### config.mk
export PLATFORM = sky130hd
export DESIGN_NAME = text_grid_renderer_flat
export DESIGN_NICKNAME = d
export VERILOG_FILES = /design/src/rtl/text_grid_renderer_if.sv /design/src/rtl/text_grid_renderer.sv /design/src/flat_wrapper.sv
export SDC_FILE = /design/constraint.sdc
export NUM_CORES = 1
export LEC_CHECK = 0
export BUFFER_PORTS_ARGS = -buffer_cell sky130_fd_sc_hd__clkbuf_2
export CAP_MARGIN = 20
export CORE_MARGIN = 2
export CORE_UTILIZATION = 49
export CTS_CLUSTER_SIZE = 20
export DETAILED_ROUTE_END_ITERATION = 7
export GPL_TIMING_DRIVEN = 0
export MAX_ROUTING_LAYER = met4
export PLACE_DENSITY = 0.73
export SLEW_MARGIN = 30
export SYNTH_ARGS = -nofsm -noshare
export SYNTH_HDL_FRONTEND = slang
export SYNTH_SLANG_ARGS = --single-unit
### constraint.sdc
create_clock -name clk -period 2.75 [get_ports clk]
set_input_delay 0.55 -clock clk [delete_from_list [all_inputs] [get_ports clk]]
set_output_delay 0.55 -clock clk [all_outputs]
set_load 0.005 [all_outputs]
### src/rtl/text_grid_renderer_if.sv
// Bus bundle for text_grid_renderer: text RAM and font ROM read ports,
// SRAM write port, and the scanout-side frame signals.
// The renderer takes the master modport; the surrounding system takes slave.
interface text_grid_renderer_if #(
    parameter int COLS    = 80,
    parameter int LINES   = 30,
    parameter int GLYPH_W = 8,
    parameter int GLYPH_H = 16,
    parameter int DATA_W  = 32,
    parameter int ADDR_W  = 20
);
    localparam int TEXT_AW = $clog2(COLS * LINES);
    localparam int FONT_AW = 8 + $clog2(GLYPH_H);

    // Scanout side
    logic                paint_done;
    logic [ADDR_W-1:0]   vga_base;
    logic                frame_done;

    // Text RAM and font ROM: data is valid one cycle after the address
    logic [TEXT_AW-1:0]  text_addr;
    logic [15:0]         text_data;
    logic [FONT_AW-1:0]  font_addr;
    logic [GLYPH_W-1:0]  font_data;

    // SRAM write handshake: sram_req acts as valid and sram_ack as ready.
    // Once sram_req rises, sram_addr/sram_wdata stay frozen until the cycle
    // sram_ack is seen high; the write is accepted on that clock edge and
    // sram_req falls on the same edge. sram_ack while sram_req=0 means nothing.
    logic                sram_req;
    logic                sram_we;
    logic [ADDR_W-1:0]   sram_addr;
    logic [DATA_W-1:0]   sram_wdata;
    logic                sram_ack;

    modport master (
        input  paint_done, text_data, font_data, sram_ack,
        output vga_base, frame_done, text_addr, font_addr,
               sram_req, sram_we, sram_addr, sram_wdata
    );

    modport slave (
        output paint_done, text_data, font_data, sram_ack,
        input  vga_base, frame_done, text_addr, font_addr,
               sram_req, sram_we, sram_addr, sram_wdata
    );
endinterface

### src/rtl/text_grid_renderer.sv
// Character-cell renderer: walks the COLS x LINES text grid, looks up each
// glyph row in the font ROM, expands it to PIX_W-bit fg/bg pixels and writes
// one SRAM word per glyph row into the back half of a double-buffered
// framebuffer. Optional feature macro: CURSOR_OVERLAY_EN (blinking cursor
// drawn by swapping fg/bg of the cell under the cursor).
module text_grid_renderer #(
    parameter int COLS    = 80,
    parameter int LINES   = 30,
    parameter int GLYPH_W = 8,
    parameter int GLYPH_H = 16,
    parameter int PIX_W   = 4,
    parameter int DATA_W  = 32,
    parameter int ADDR_W  = 20
`ifdef CURSOR_OVERLAY_EN
    ,
    parameter int BLINK_FRAMES = 30
`endif
) (
    input  logic                       clk,
    input  logic                       rst,
    text_grid_renderer_if.master       bus,
    output logic [2:0]                 dbgState
`ifdef CURSOR_OVERLAY_EN
    ,
    input  logic [$clog2(COLS)-1:0]    cursor_col,
    input  logic [$clog2(LINES)-1:0]   cursor_line,
    input  logic                       cursor_on,
    input  logic                       cursor_blink
`endif
);
    localparam int FB_WORDS = COLS * LINES * GLYPH_H;
    localparam int COL_W    = $clog2(COLS);
    localparam int LINE_W   = $clog2(LINES);
    localparam int ROW_W    = $clog2(GLYPH_H);
    localparam int TEXT_AW  = $clog2(COLS * LINES);
    localparam int FONT_AW  = 8 + ROW_W;

    localparam logic [2:0] S_INIT  = 3'd0;
    localparam logic [2:0] S_TEXT  = 3'd1;
    localparam logic [2:0] S_FONT  = 3'd2;
    localparam logic [2:0] S_WRITE = 3'd3;
    localparam logic [2:0] S_DONE  = 3'd4;

    localparam logic [ADDR_W-1:0] FB_BASE   = ADDR_W'(FB_WORDS);
    localparam logic [ADDR_W-1:0] COLS_A    = ADDR_W'(COLS);
    localparam logic [ADDR_W-1:0] GLYPH_H_A = ADDR_W'(GLYPH_H);
    localparam logic [COL_W-1:0]  COL_LAST  = COL_W'(COLS - 1);
    localparam logic [LINE_W-1:0] LINE_LAST = LINE_W'(LINES - 1);
    localparam logic [ROW_W-1:0]  ROW_LAST  = ROW_W'(GLYPH_H - 1);

    // One glyph row must fill exactly one SRAM word, and rows index by bit slice
    generate
        if (GLYPH_W * PIX_W != DATA_W) begin : g_bad_word
            $error("text_grid_renderer: GLYPH_W*PIX_W must equal DATA_W");
        end
        if ((GLYPH_H & (GLYPH_H - 1)) != 0) begin : g_bad_height
            $error("text_grid_renderer: GLYPH_H must be a power of 2");
        end
    endgenerate

    logic [2:0]         state;
    logic               frontSel;
    logic [COL_W-1:0]   col;
    logic [LINE_W-1:0]  line;
    logic [ROW_W-1:0]   row;
    logic [7:0]         code;
    logic [3:0]         fgAttr;
    logic [3:0]         bgAttr;
    logic [TEXT_AW-1:0] textAddr;
    logic [FONT_AW-1:0] fontAddr;
    logic               sramReq;
    logic [ADDR_W-1:0]  sramAddr;
    logic [DATA_W-1:0]  sramWdata;
    logic               frameDone;

    logic [ROW_W-1:0]   rowNext;
    logic [ADDR_W-1:0]  renderBase;
    logic [ADDR_W-1:0]  renderAddr;
    logic [DATA_W-1:0]  pixWord;
    logic [3:0]         cellFg;
    logic [3:0]         cellBg;

`ifdef CURSOR_OVERLAY_EN
    localparam int FC_W = (BLINK_FRAMES > 1) ? $clog2(BLINK_FRAMES) : 1;
    localparam logic [FC_W-1:0] FC_LAST = FC_W'(BLINK_FRAMES - 1);

    logic [FC_W-1:0] frameCnt;
    logic            blinkPhase;
    logic            cursorHit;

    // Blink timebase: advances once per rendered frame, phase flips on wrap
    always_ff @(posedge clk or negedge rst) begin
        if (!rst) begin
            frameCnt   <= '0;
            blinkPhase <= 1'b1;
        end else if (state == S_INIT) begin
            if (frameCnt == FC_LAST) begin
                frameCnt   <= '0;
                blinkPhase <= ~blinkPhase;
            end else begin
                frameCnt <= frameCnt + 1'b1;
            end
        end
    end

    // Cell under an enabled, currently visible cursor
    always_comb begin
        cursorHit = cursor_on && (cursor_col == col) && (cursor_line == line)
                    && (!cursor_blink || blinkPhase);
    end
`endif

    // Attributes of the cell being fetched, with the cursor swap applied
    always_comb begin
        cellFg = bus.text_data[11:8];
        cellBg = bus.text_data[15:12];
`ifdef CURSOR_OVERLAY_EN
        if (cursorHit) begin
            cellFg = bus.text_data[15:12];
            cellBg = bus.text_data[11:8];
        end
`endif
    end

    // Back-buffer word address of the current glyph row
    always_comb begin
        rowNext    = row + 1'b1;
        renderBase = frontSel ? '0 : FB_BASE;
        renderAddr = renderBase
                   + (((ADDR_W'(line) * GLYPH_H_A) + ADDR_W'(row)) * COLS_A)
                   + ADDR_W'(col);
    end

    // Expand the glyph row: leftmost font bit becomes pixel 0 in the low bits
    always_comb begin
        pixWord = '0;
        for (int i = 0; i < GLYPH_W; i++) begin
            pixWord[i*PIX_W +: PIX_W] = bus.font_data[GLYPH_W-1-i]
                                      ? PIX_W'(fgAttr) : PIX_W'(bgAttr);
        end
    end

    // Render sequencer: cell fetch, glyph row fetch, SRAM write, frame swap
    always_ff @(posedge clk or negedge rst) begin
        if (!rst) begin
            state     <= S_INIT;
            frontSel  <= 1'b0;
            col       <= '0;
            line      <= '0;
            row       <= '0;
            code      <= '0;
            fgAttr    <= '0;
            bgAttr    <= '0;
            textAddr  <= '0;
            fontAddr  <= '0;
            sramReq   <= 1'b0;
            sramAddr  <= '0;
            sramWdata <= '0;
            frameDone <= 1'b0;
        end else begin
            frameDone <= 1'b0;
            case (state)
                S_INIT: begin
                    frontSel <= ~frontSel;
                    textAddr <= '0;
                    state    <= S_TEXT;
                end
                S_TEXT: begin
                    code     <= bus.text_data[7:0];
                    fgAttr   <= cellFg;
                    bgAttr   <= cellBg;
                    fontAddr <= {bus.text_data[7:0], row};
                    state    <= S_FONT;
                end
                S_FONT: begin
                    sramAddr  <= renderAddr;
                    sramWdata <= pixWord;
                    sramReq   <= 1'b1;
                    state     <= S_WRITE;
                end
                S_WRITE: begin
                    if (bus.sram_ack) begin
                        sramReq <= 1'b0;
                        if (row != ROW_LAST) begin
                            row      <= rowNext;
                            fontAddr <= {code, rowNext};
                            state    <= S_FONT;
                        end else begin
                            row <= '0;
                            if (col == COL_LAST && line == LINE_LAST) begin
                                col       <= '0;
                                line      <= '0;
                                frameDone <= 1'b1;
                                state     <= S_DONE;
                            end else begin
                                if (col == COL_LAST) begin
                                    col  <= '0;
                                    line <= line + 1'b1;
                                end else begin
                                    col <= col + 1'b1;
                                end
                                textAddr <= textAddr + 1'b1;
                                state    <= S_TEXT;
                            end
                        end
                    end
                end
                S_DONE: begin
                    if (bus.paint_done) begin
                        state <= S_INIT;
                    end
                end
                default: state <= S_INIT;
            endcase
        end
    end

    assign bus.text_addr  = textAddr;
    assign bus.font_addr  = fontAddr;
    assign bus.sram_req   = sramReq;
    assign bus.sram_we    = sramReq;
    assign bus.sram_addr  = sramAddr;
    assign bus.sram_wdata = sramWdata;
    assign bus.vga_base   = frontSel ? FB_BASE : '0;
    assign bus.frame_done = frameDone;
    assign dbgState       = state;
endmodule

### src/flat_wrapper.sv
// flat-port wrapper written by rule: the top's interface ports become plain ports
module text_grid_renderer_flat 
#(
    parameter int COLS    = 80,
    parameter int LINES   = 30,
    parameter int GLYPH_W = 8,
    parameter int GLYPH_H = 16,
    parameter int PIX_W   = 4,
    parameter int DATA_W  = 32,
    parameter int ADDR_W  = 20

)
  (clk, rst, dbgState, bus_paint_done, bus_text_data, bus_font_data, bus_sram_ack, bus_vga_base, bus_frame_done, bus_text_addr, bus_font_addr, bus_sram_req, bus_sram_we, bus_sram_addr, bus_sram_wdata);
  text_grid_renderer_if #(.COLS(COLS), .LINES(LINES), .GLYPH_W(GLYPH_W), .GLYPH_H(GLYPH_H), .DATA_W(DATA_W), .ADDR_W(ADDR_W)) bus_i ();
  input  logic clk;
  input  logic rst;
  output logic [2:0] dbgState;
  input wire logic [$bits(bus_i.paint_done)-1:0] bus_paint_done;
  input wire logic [$bits(bus_i.text_data)-1:0] bus_text_data;
  input wire logic [$bits(bus_i.font_data)-1:0] bus_font_data;
  input wire logic [$bits(bus_i.sram_ack)-1:0] bus_sram_ack;
  output wire logic [$bits(bus_i.vga_base)-1:0] bus_vga_base;
  output wire logic [$bits(bus_i.frame_done)-1:0] bus_frame_done;
  output wire logic [$bits(bus_i.text_addr)-1:0] bus_text_addr;
  output wire logic [$bits(bus_i.font_addr)-1:0] bus_font_addr;
  output wire logic [$bits(bus_i.sram_req)-1:0] bus_sram_req;
  output wire logic [$bits(bus_i.sram_we)-1:0] bus_sram_we;
  output wire logic [$bits(bus_i.sram_addr)-1:0] bus_sram_addr;
  output wire logic [$bits(bus_i.sram_wdata)-1:0] bus_sram_wdata;
  assign bus_i.paint_done = bus_paint_done;
  assign bus_i.text_data = bus_text_data;
  assign bus_i.font_data = bus_font_data;
  assign bus_i.sram_ack = bus_sram_ack;
  assign bus_vga_base = bus_i.vga_base;
  assign bus_frame_done = bus_i.frame_done;
  assign bus_text_addr = bus_i.text_addr;
  assign bus_font_addr = bus_i.font_addr;
  assign bus_sram_req = bus_i.sram_req;
  assign bus_sram_we = bus_i.sram_we;
  assign bus_sram_addr = bus_i.sram_addr;
  assign bus_sram_wdata = bus_i.sram_wdata;
  text_grid_renderer #(.COLS(COLS), .LINES(LINES), .GLYPH_W(GLYPH_W), .GLYPH_H(GLYPH_H), .PIX_W(PIX_W), .DATA_W(DATA_W), .ADDR_W(ADDR_W)) u_core (.clk(clk), .rst(rst), .bus(bus_i), .dbgState(dbgState));
endmodule
==> results of run 1 <==
## critical path: stages, from the launching register on
cell and delay [ps]:
dfrtp_2 440, ha_4 280, ha_4 140, inv_2 40, fa_2 340, xnor2_1 140
ha_1 280, and3b_2 220, nand2_2 80, o21ai_2 190, a31oi_1 110, nor2_1 180
xor2_1 160, o21ai_1 80
## cell usage after synthesis, types with 4 or more instances
library cell,number
xnor2_1,13
clkbuf_1,14
nand3_1,10
dfrtp_1,111
a21oi_1,30
or3_1,7
nor2_1,41
nor3_1,4
buf_4,25
mux2_2,12
ha_1,26
and3_1,4
nand4_1,6
o21ai_0,62
nand2_1,89
mux2_1,5
nand2b_1,6
xor2_1,15
mux2i_1,41
inv_1,12
buf_1,19
## sequential cells by signal, indices dropped and copies added, names as in the netlist, 5 cells and up
| signal | flops |
|---|---|
| u_core.line | 5 |
| u_core.bus.sram_wdata | 32 |
| u_core.bus.font_addr | 12 |
| u_core.col | 7 |
| u_core.bus.text_addr | 12 |
| u_core.code | 8 |
| u_core.bus.sram_addr | 17 |
## worst paths after layout
kind	from	end	slack, ps	cells past startpoint
max	u_core.row[3]	u_core.bus.sram_addr[14]	-70	13
min	rst	u_core.bus.sram_wdata[3]	90	1
max reg2reg	u_core.row[3]	u_core.bus.sram_addr[14]	-70	13
min reg2reg	u_core.bus.sram_addr[0]	u_core.bus.sram_addr[0]	480	2
max in group asynchronous	rst	u_core.row[1]	1950	2
min in group clk	bus_text_data[13]	u_core.bgAttr[1]	420	2
## power groups by stage
stage	combinational, µW	clock, µW	sequential, µW
2_1_floorplan	1400	0	2540
3_3_place_gp	2190	0	2550
3_5_place_dp	2270	0	2580
4_1_cts	2510	1260	2540
5_1_grt	2990	1330	2610
6_report	2690	1230	2550
## logic make-up (layout without fill, tap and decap cells)
kind of cell,Yosys count,after routing,synth area share [%]
flip-flops,111,111,47.4
multiplexers,58,58,10.3
XOR/XNOR,28,28,4.19
buffers and inverters,73,202,6.45
AND/OR/NAND/NOR,186,186,15.1
other,1,19,0.0640
AO/OA/AOI/OAI,109,109,10.3
adder cells (fa/ha/maj),28,28,6.24
## placed cells by master, fill, tap and decap left out, types with 3 or more instances in the layout
cell,count
dfrtp_1,105
clkbuf_2,102
nand2_1,88
o21ai_0,59
mux2i_1,41
nor2_1,40
buf_4,35
a21oi_1,27
buf_1,19
conb_1,19
ha_1,18
clkbuf_1,15
xor2_1,14
xnor2_1,13
mux2_2,12
inv_1,11
nand3_1,10
clkbuf_16,9
or3_1,7
nand2b_1,6
nand4_1,6
ha_4,6
dfrtp_2,6
mux2_1,5
o21ai_1,4
and3_1,4
a21oi_2,3
nor3_1,3
a21o_1,3
clkbuf_8,3
## per-layer routing
metal  part of all wire, %  global-route usage, %
met4                   1.6                   6.83
met5                     0                      -
met1                    44                   26.9
met2                    49                   34.6
met3                   5.6                   5.73
## stage by stage
stage | cells | hold WS [ps] | setup slack (ps)
2_1_floorplan | 612 | 254 | 26.7
3_5_place_dp | 858 | 462 | -188
6_report | 884 | 90.3 | -67.5
5_1_grt | 884 | 94.8 | -171
4_1_cts | 881 | 91.6 | 1.39
3_3_place_gp | 857 | 460 | -654
## timing repair
item / in CTS / in global routing
pin swaps: 13 / 18
endpoints found under the setup margin: 5 / 6
gates resized for setup: 14 / 16
buffers inserted: 8 / 3
endpoints found under the hold margin: 0 / 0
## final cells by class
class / instances / area (µm²)
clock inverter: 3 / 18.8
multi-input combinational: 428 / 2900
clock buffer: 12 / 256
buffer: 61 / 333
inverter: 12 / 45.0
tap: 143 / 179
timing repair buffer: 114 / 633
fill: 957 / 4360
sequential: 111 / 2790
==> results, run 1 <==
- Across the run, the number of max-cap violations was 0.
- The net switching power is 2350 µW.
- TritonCTS built the clock tree.
- The class of the tightest hold or removal check is input port to async pin.
- The post-route core utilization is a little over 60%.
- The number of routed nets with antenna violations is 0.
- The violation count after the first detailed-routing iteration is 300.
- Summed over its instances, the top area cell type makes up between 40% and 50% of the synthesized netlist area.
- The register share of total power is 39.4%.
- The die is 113 µm wide.
- Counting the buffers created by CTS gives 9.
- The worst ir drop on vdd is around 0.42 mV.
- The site row count is 39.
- The via count of the first global-routing pass is roughly 4600.
- STA classifies the critical path endpoint as a register.
- The TritonCTS sink count is 111.
- Based on the critical path, the design can be clocked at up to between 300 and 400 MHz.
- The vias per cell is 5.27.
- After clock tree synthesis, the flow added hold-fix buffers numbering 0.
- The total power divided by cell area is 905 nW/µm².
- In the routed design, unresolved DRC markers number 0.
- The initial antenna violation count was 0.
- For the pin with the worst max-slew slack, the measured transition is approximately 680 ps.
- Buffers placed on the I/O ports in this run total ~100.
- The internal power of the cells totals approximately 4000 µW.
- The synthesized design contains ~110 register bits.
- Cells with a size suffix above 1 make up 27.1% of the layout.
- The antenna diode count is 0.
- In this run the cell area measured after placement is 6660 µm².
- Of the available clock period, the critical path in the final layout requires 102%.
- For this run, the leading register cell type out of synthesis is dfrtp_1.
- The largest net degree at the start of global routing is 81.
- Summed over all cells, the static leakage comes to around 0.0035 µW.
- The final max-slew violation count is 0.
- Once routing completed, OpenROAD measured the worst setup slack at -67.5 ps.
- The final reports fail on setup timing.
- Setup repair after global routing could not meet its margin everywhere.
- The cell count after synthesis came out at approximately 590.
- The clock network power share is approximately a fifth.
- After clock tree synthesis, the clock-pin slew on the worst setup and hold paths is approximately 70 ps.
- The worst path arrival time is 3050 ps.
- The number of hold-slack violations in the final timing report came to 0.
- The setup total negative slack is -143 ps.
- The mapped netlist covers 5860 µm².
- The switching share of total power is about 36%.
- The sum of overflow across all layers after global routing is 0.
- The later pin in the worst-skew pair is clocked with a latency of between 300 and 400 ps.
- The initial core utilization is just over 50%.
- The overall track demand over capacity in global routing is 21.6%.
- The routed wirelength normalized by instance count is 15.3 µm.
- The run finished, with violations left.
- The count of cell types in the netlist is 52.
- Detailed placement ended at an HPWL of ~9.5 mm.
- The total power is 6470 µW.
- For this block, the via count after detailed routing is about 4700.
- No sink is reached through more buffers than the 2 on the longest clock path.
- The cell at the root of the clock tree is clkbuf_16.
- The vertical extent of the die is between 100 and 150 µm.
- The required time of the critical path is 2980 ps.
- The final net count is just under 800.
- STA classifies the critical path startpoint as a register.
- The largest driver fanout on the critical path is 3.
- The minimum period implied by the final worst setup slack is between 2000 and 3000 ps.
- Combinational cells account for around two fifths of the total power.
- After detailed routing, the total wire length is around 14 mm.
- The warning count from the yosys run is 0.
- The area added between synthesis and finish is 22.2%.
- For this run, asynchronously set or reset flops after synthesis account for 100%.
- The congestion estimate from routability-driven global placement came to around 0.8.
- The normalized max-slew margin is a little over half.
- Of the synthesized area, sequential elements account for ~47%.
- In the post-synthesis netlist, the biggest area contributors are dfrtp_1 47%, mux2i_1 7.0%, nand2_1 5.7%, ha_1 5.6%, o21ai_0 5.3%.
- The count of boundary I/O pins is 130.
- The largest clock skew in the final design is ~6.8 ps.
- The core region area is about 12000 µm².
- The die covers around 13000 µm².
- The cell taking the most area after synthesis is dfrtp_1.
- The detailed-routing iteration count for the pre-antenna-repair pass is 5.
- Counting flops with a built-in enable in the synthesized netlist gives 0.
- The synthesized area divided by synthesized cell count is about 9.9 µm².
- The path type of the worst setup path is register to register.
- The global-route wire length before repair is between 20 and 25 mm.
- The number of setup violations in the final report is 3.
- The finished cells cover 7150 µm².
- The number of levels the H-tree was split into is 3.
Power figures use the tool's default switching activity.
==> run 2, diff against run 1 <==
--- a/config.mk
+++ b/config.mk
@@ -5,7 +5,7 @@
 export SDC_FILE = /design/constraint.sdc
 export NUM_CORES = 1
 export LEC_CHECK = 0
-export BUFFER_PORTS_ARGS = -buffer_cell sky130_fd_sc_hd__clkbuf_2
+export BUFFER_PORTS_ARGS = -buffer_cell sky130_fd_sc_hd__buf_4
 export CAP_MARGIN = 20
 export CORE_MARGIN = 2
 export CORE_UTILIZATION = 49
==> run 2 against run 1 <==
Against the previous run: the run still ends with setup timing left; clock power grew 11%; first-iteration DRC count shrank 1.0%; critical path type unchanged; fmax grew 2.0%; design area grew 3.7%; cell count grew 0.11%; largest power group unchanged.
==> results, run 2 (synthesized netlist as in run 1, its figures left out) <==
- After clock tree synthesis, the clock-pin slew on the worst setup and hold paths is 70 ps.
- In this run the clock root is driven by a clkbuf_16.
- Entering global routing, the biggest net connects roughly 110 pins.
- The period utilization is 100%.
- The cell seen most often among critical-path stages is ha_4.
- Clock skew on the completed layout was measured at 7.90 ps.
- The path type of the worst setup path is register to register.
- The ratio of cells with drive above 1 in the final layout is 27.1%.
- The global-route wire length before repair is between 20 and 25 mm.
- The net count of the finished layout is ~790.
- The detailed-routing iteration count for the pre-antenna-repair pass is 4.
- OpenSTA, run right after detailed placement, puts the worst setup slack at -207 ps.
- The critical path goes through ha_4, ha_4, inv_2, fa_2, xnor2_2, ha_1, and3b_2, nand2_2, o21ai_2, a31oi_2, nor3_2, xnor2_1, o21ai_1.
- Setup violations remaining at the end of the flow were counted as 1.
- The number of routed nets with antenna violations is 0.
- The die covers ~13000 µm².
- The slowest stage cell on the critical path is dfrtp_2.
- The switching share of total power is between 30% and 40%.
- Across the run, the number of max-cap violations was 0.
- The min-delay analysis places its worst path in the category input port to async pin.
- The startpoint class of the critical path is a register.
- Setup repair after global routing could not meet its margin everywhere.
- For this block, the routed nets add up to ~14 mm of wire.
- In this run the worst path has a maximum fanout of 3.
- The worst-case IR drop observed on VDD is about 0.50 mV.
- After detailed routing, the number of remaining DRC violations is 0.
- Of the total power, the clock network draws about a fifth.
- The number of flip-flops in the largest register is 32.
- Measured along the y axis, the die boundary spans 113 µm.
- For this run the aggregate overflow at the end of global routing stands at 0.
- Once layout is done, the placed cells without fillers occupy 7420 µm².
- The clock reaches the later pin of the worst-skew pair after 360 ps.
- The maximum clock frequency is between 300 and 400 MHz.
- Routability-driven placement finished with a final weighted congestion of between 0.7 and 0.8.
- Overall power consumption after layout is estimated at 6850 µW.
- The register share of total power is 37.2%.
- The normalized max-slew margin is roughly 45%.
- The run finished, with violations left.
- The initial antenna violation count is 0.
- In this run, the number of DRC markers left after iteration 0 of detailed routing was 297.
- Power spread over the standard cell area amounts to roughly 920 nW/µm².
- The final max-slew violation count is 0.
- The leading cell type in the layout, fill and taps excluded is buf_4.
- The width of the chip is between 100 and 150 µm.
- The worst path arrival time is around 3000 ps.
- The detailed-route via count is about 4700.
- The actual slew at the worst max-slew pin is slightly above 800 ps.
- Combinational logic is responsible for a little over two fifths of the overall power.
- In the global route stage, overall resource usage came out at 22.5%.
- In the layout the commonest cells are 137 x buf_4, 105 x dfrtp_1, 88 x nand2_1, 59 x o21ai_0, 41 x mux2i_1.
- After detailed routing, the number of vias per cell comes to around 5.3.
- From synthesis to final layout, the design area changed by 26.7%.
- TritonCTS built the clock tree.
- The core region area is 11500 µm².
- In this run the cell area measured after placement is between 6000 and 7000 µm².
- Buffers placed on the I/O ports in this run total 102.
- The antenna diode count is 0.
- The checks that failed: setup timing.
- The setup slack after layout is -13.1 ps.
- For the worst setup path, the data required time is between 2000 and 3000 ps.
- The worst path in the final design needs a cycle of ~2800 ps, including I/O delays and setup.
- Cell internal power was estimated by the tool at 4460 µW.
- STA classifies the critical path endpoint as a register.
- The count of boundary I/O pins is 130.
- The net switching power is roughly 2400 µW.
- The initial core utilization is roughly half.
- In this run, CTS created clock tree buffers numbering 9.
- The HPWL after detailed placement is 9.74 mm.
- The via count of the first global-routing pass is between 4000 and 5000.
- The tree built by TritonCTS fans out to 111 sinks.
- The delay of the slowest cell on the worst path is between 400 and 500 ps.
- The number of levels the H-tree was split into is 3.
- The number of hold-slack violations in the final timing report is 0.
- The clock passes through at most 2 buffers.
- The floorplan has 39 rows.
- The routed wirelength normalized by instance count is 15.5 µm.
- The analysis attributes to cell leakage a power of around 0.0036 µW.
[run 2: what timing repair did]
action,CTS,global route
pin swaps,17,16
resized for setup,17,12
buffers inserted,9,3
endpoints found under the setup margin,5,5
hold buffers,0,0
[run 2: path summary, 6_finish.rpt]
check | from | endpoint | slack, ps | cells past startpoint
setup / recovery | u_core.row[3] | u_core.bus.sram_addr[15] | -10 | 13
hold / removal | rst | u_core.bus.sram_addr[16] | 240 | 1
setup reg to reg | u_core.row[3] | u_core.bus.sram_addr[15] | -10 | 13
hold reg to reg | u_core.bus.sram_wdata[6] | u_core.bus.sram_wdata[6] | 480 | 2
max in group asynchronous | rst | u_core.row[3] | 1870 | 1
min in group clk | bus_text_data[13] | u_core.bgAttr[1] | 420 | 2
[run 2: cell type report]
cell class | count | area [µm²]
fillers | 945 | 4100
multi-input cells | 428 | 2900
flip-flops and latches | 111 | 2790
repair buffers | 114 | 867
plain buffers | 61 | 333
clock buffers | 12 | 256
well taps | 143 | 179
clock inverters | 4 | 51.3
inverters | 12 | 45.0
[run 2: per-stage QoR]
stage | hold slack, ps | utilization, % | TNS, ps | std cells
floorplan | 254 | - | 0 | 612
global placement | 463 | 59.7 | -311 | 857
detailed placement | 470 | 59.8 | -666 | 857
CTS | 300 | 63.7 | -2.10 | 882
global route | 324 | 64.4 | -438 | 885
finish | 235 | 64.4 | -13.1 | 885
[run 2: power by group through the flow]
stage	registers, µW	logic [µW]	clock network (µW)
floorplan	2540	1400	0
global placement	2560	2430	0
CTS	2530	2790	1380
finish	2550	2940	1360
detailed placement	2590	2500	0
global route	2620	3250	1450
[run 2: per-layer routing]
layer | share of wire [%] | wire length [µm] | track usage, % | vias to the layer above
met5 | 0 | 0 | - | -
met4 | 1.5 | 206 | 7.24 | 0
met3 | 4.9 | 665 | 4.12 | 16
met2 | 49 | 6750 | 36.6 | 117
met1 | 44 | 6090 | 28.7 | 2272
li1 | - | - | - | 2263
[run 2: worst max-delay path, delay by kind of cell, from the launching register on]
family,cells,cell delay (ps)
DFF,1,450
buffers and inverters,1,30
AOI/OAI and AO/OA,3,360
xor gates and xnor gates,2,280
adders and majority gates,4,1060
and+or+nand+nor,3,440
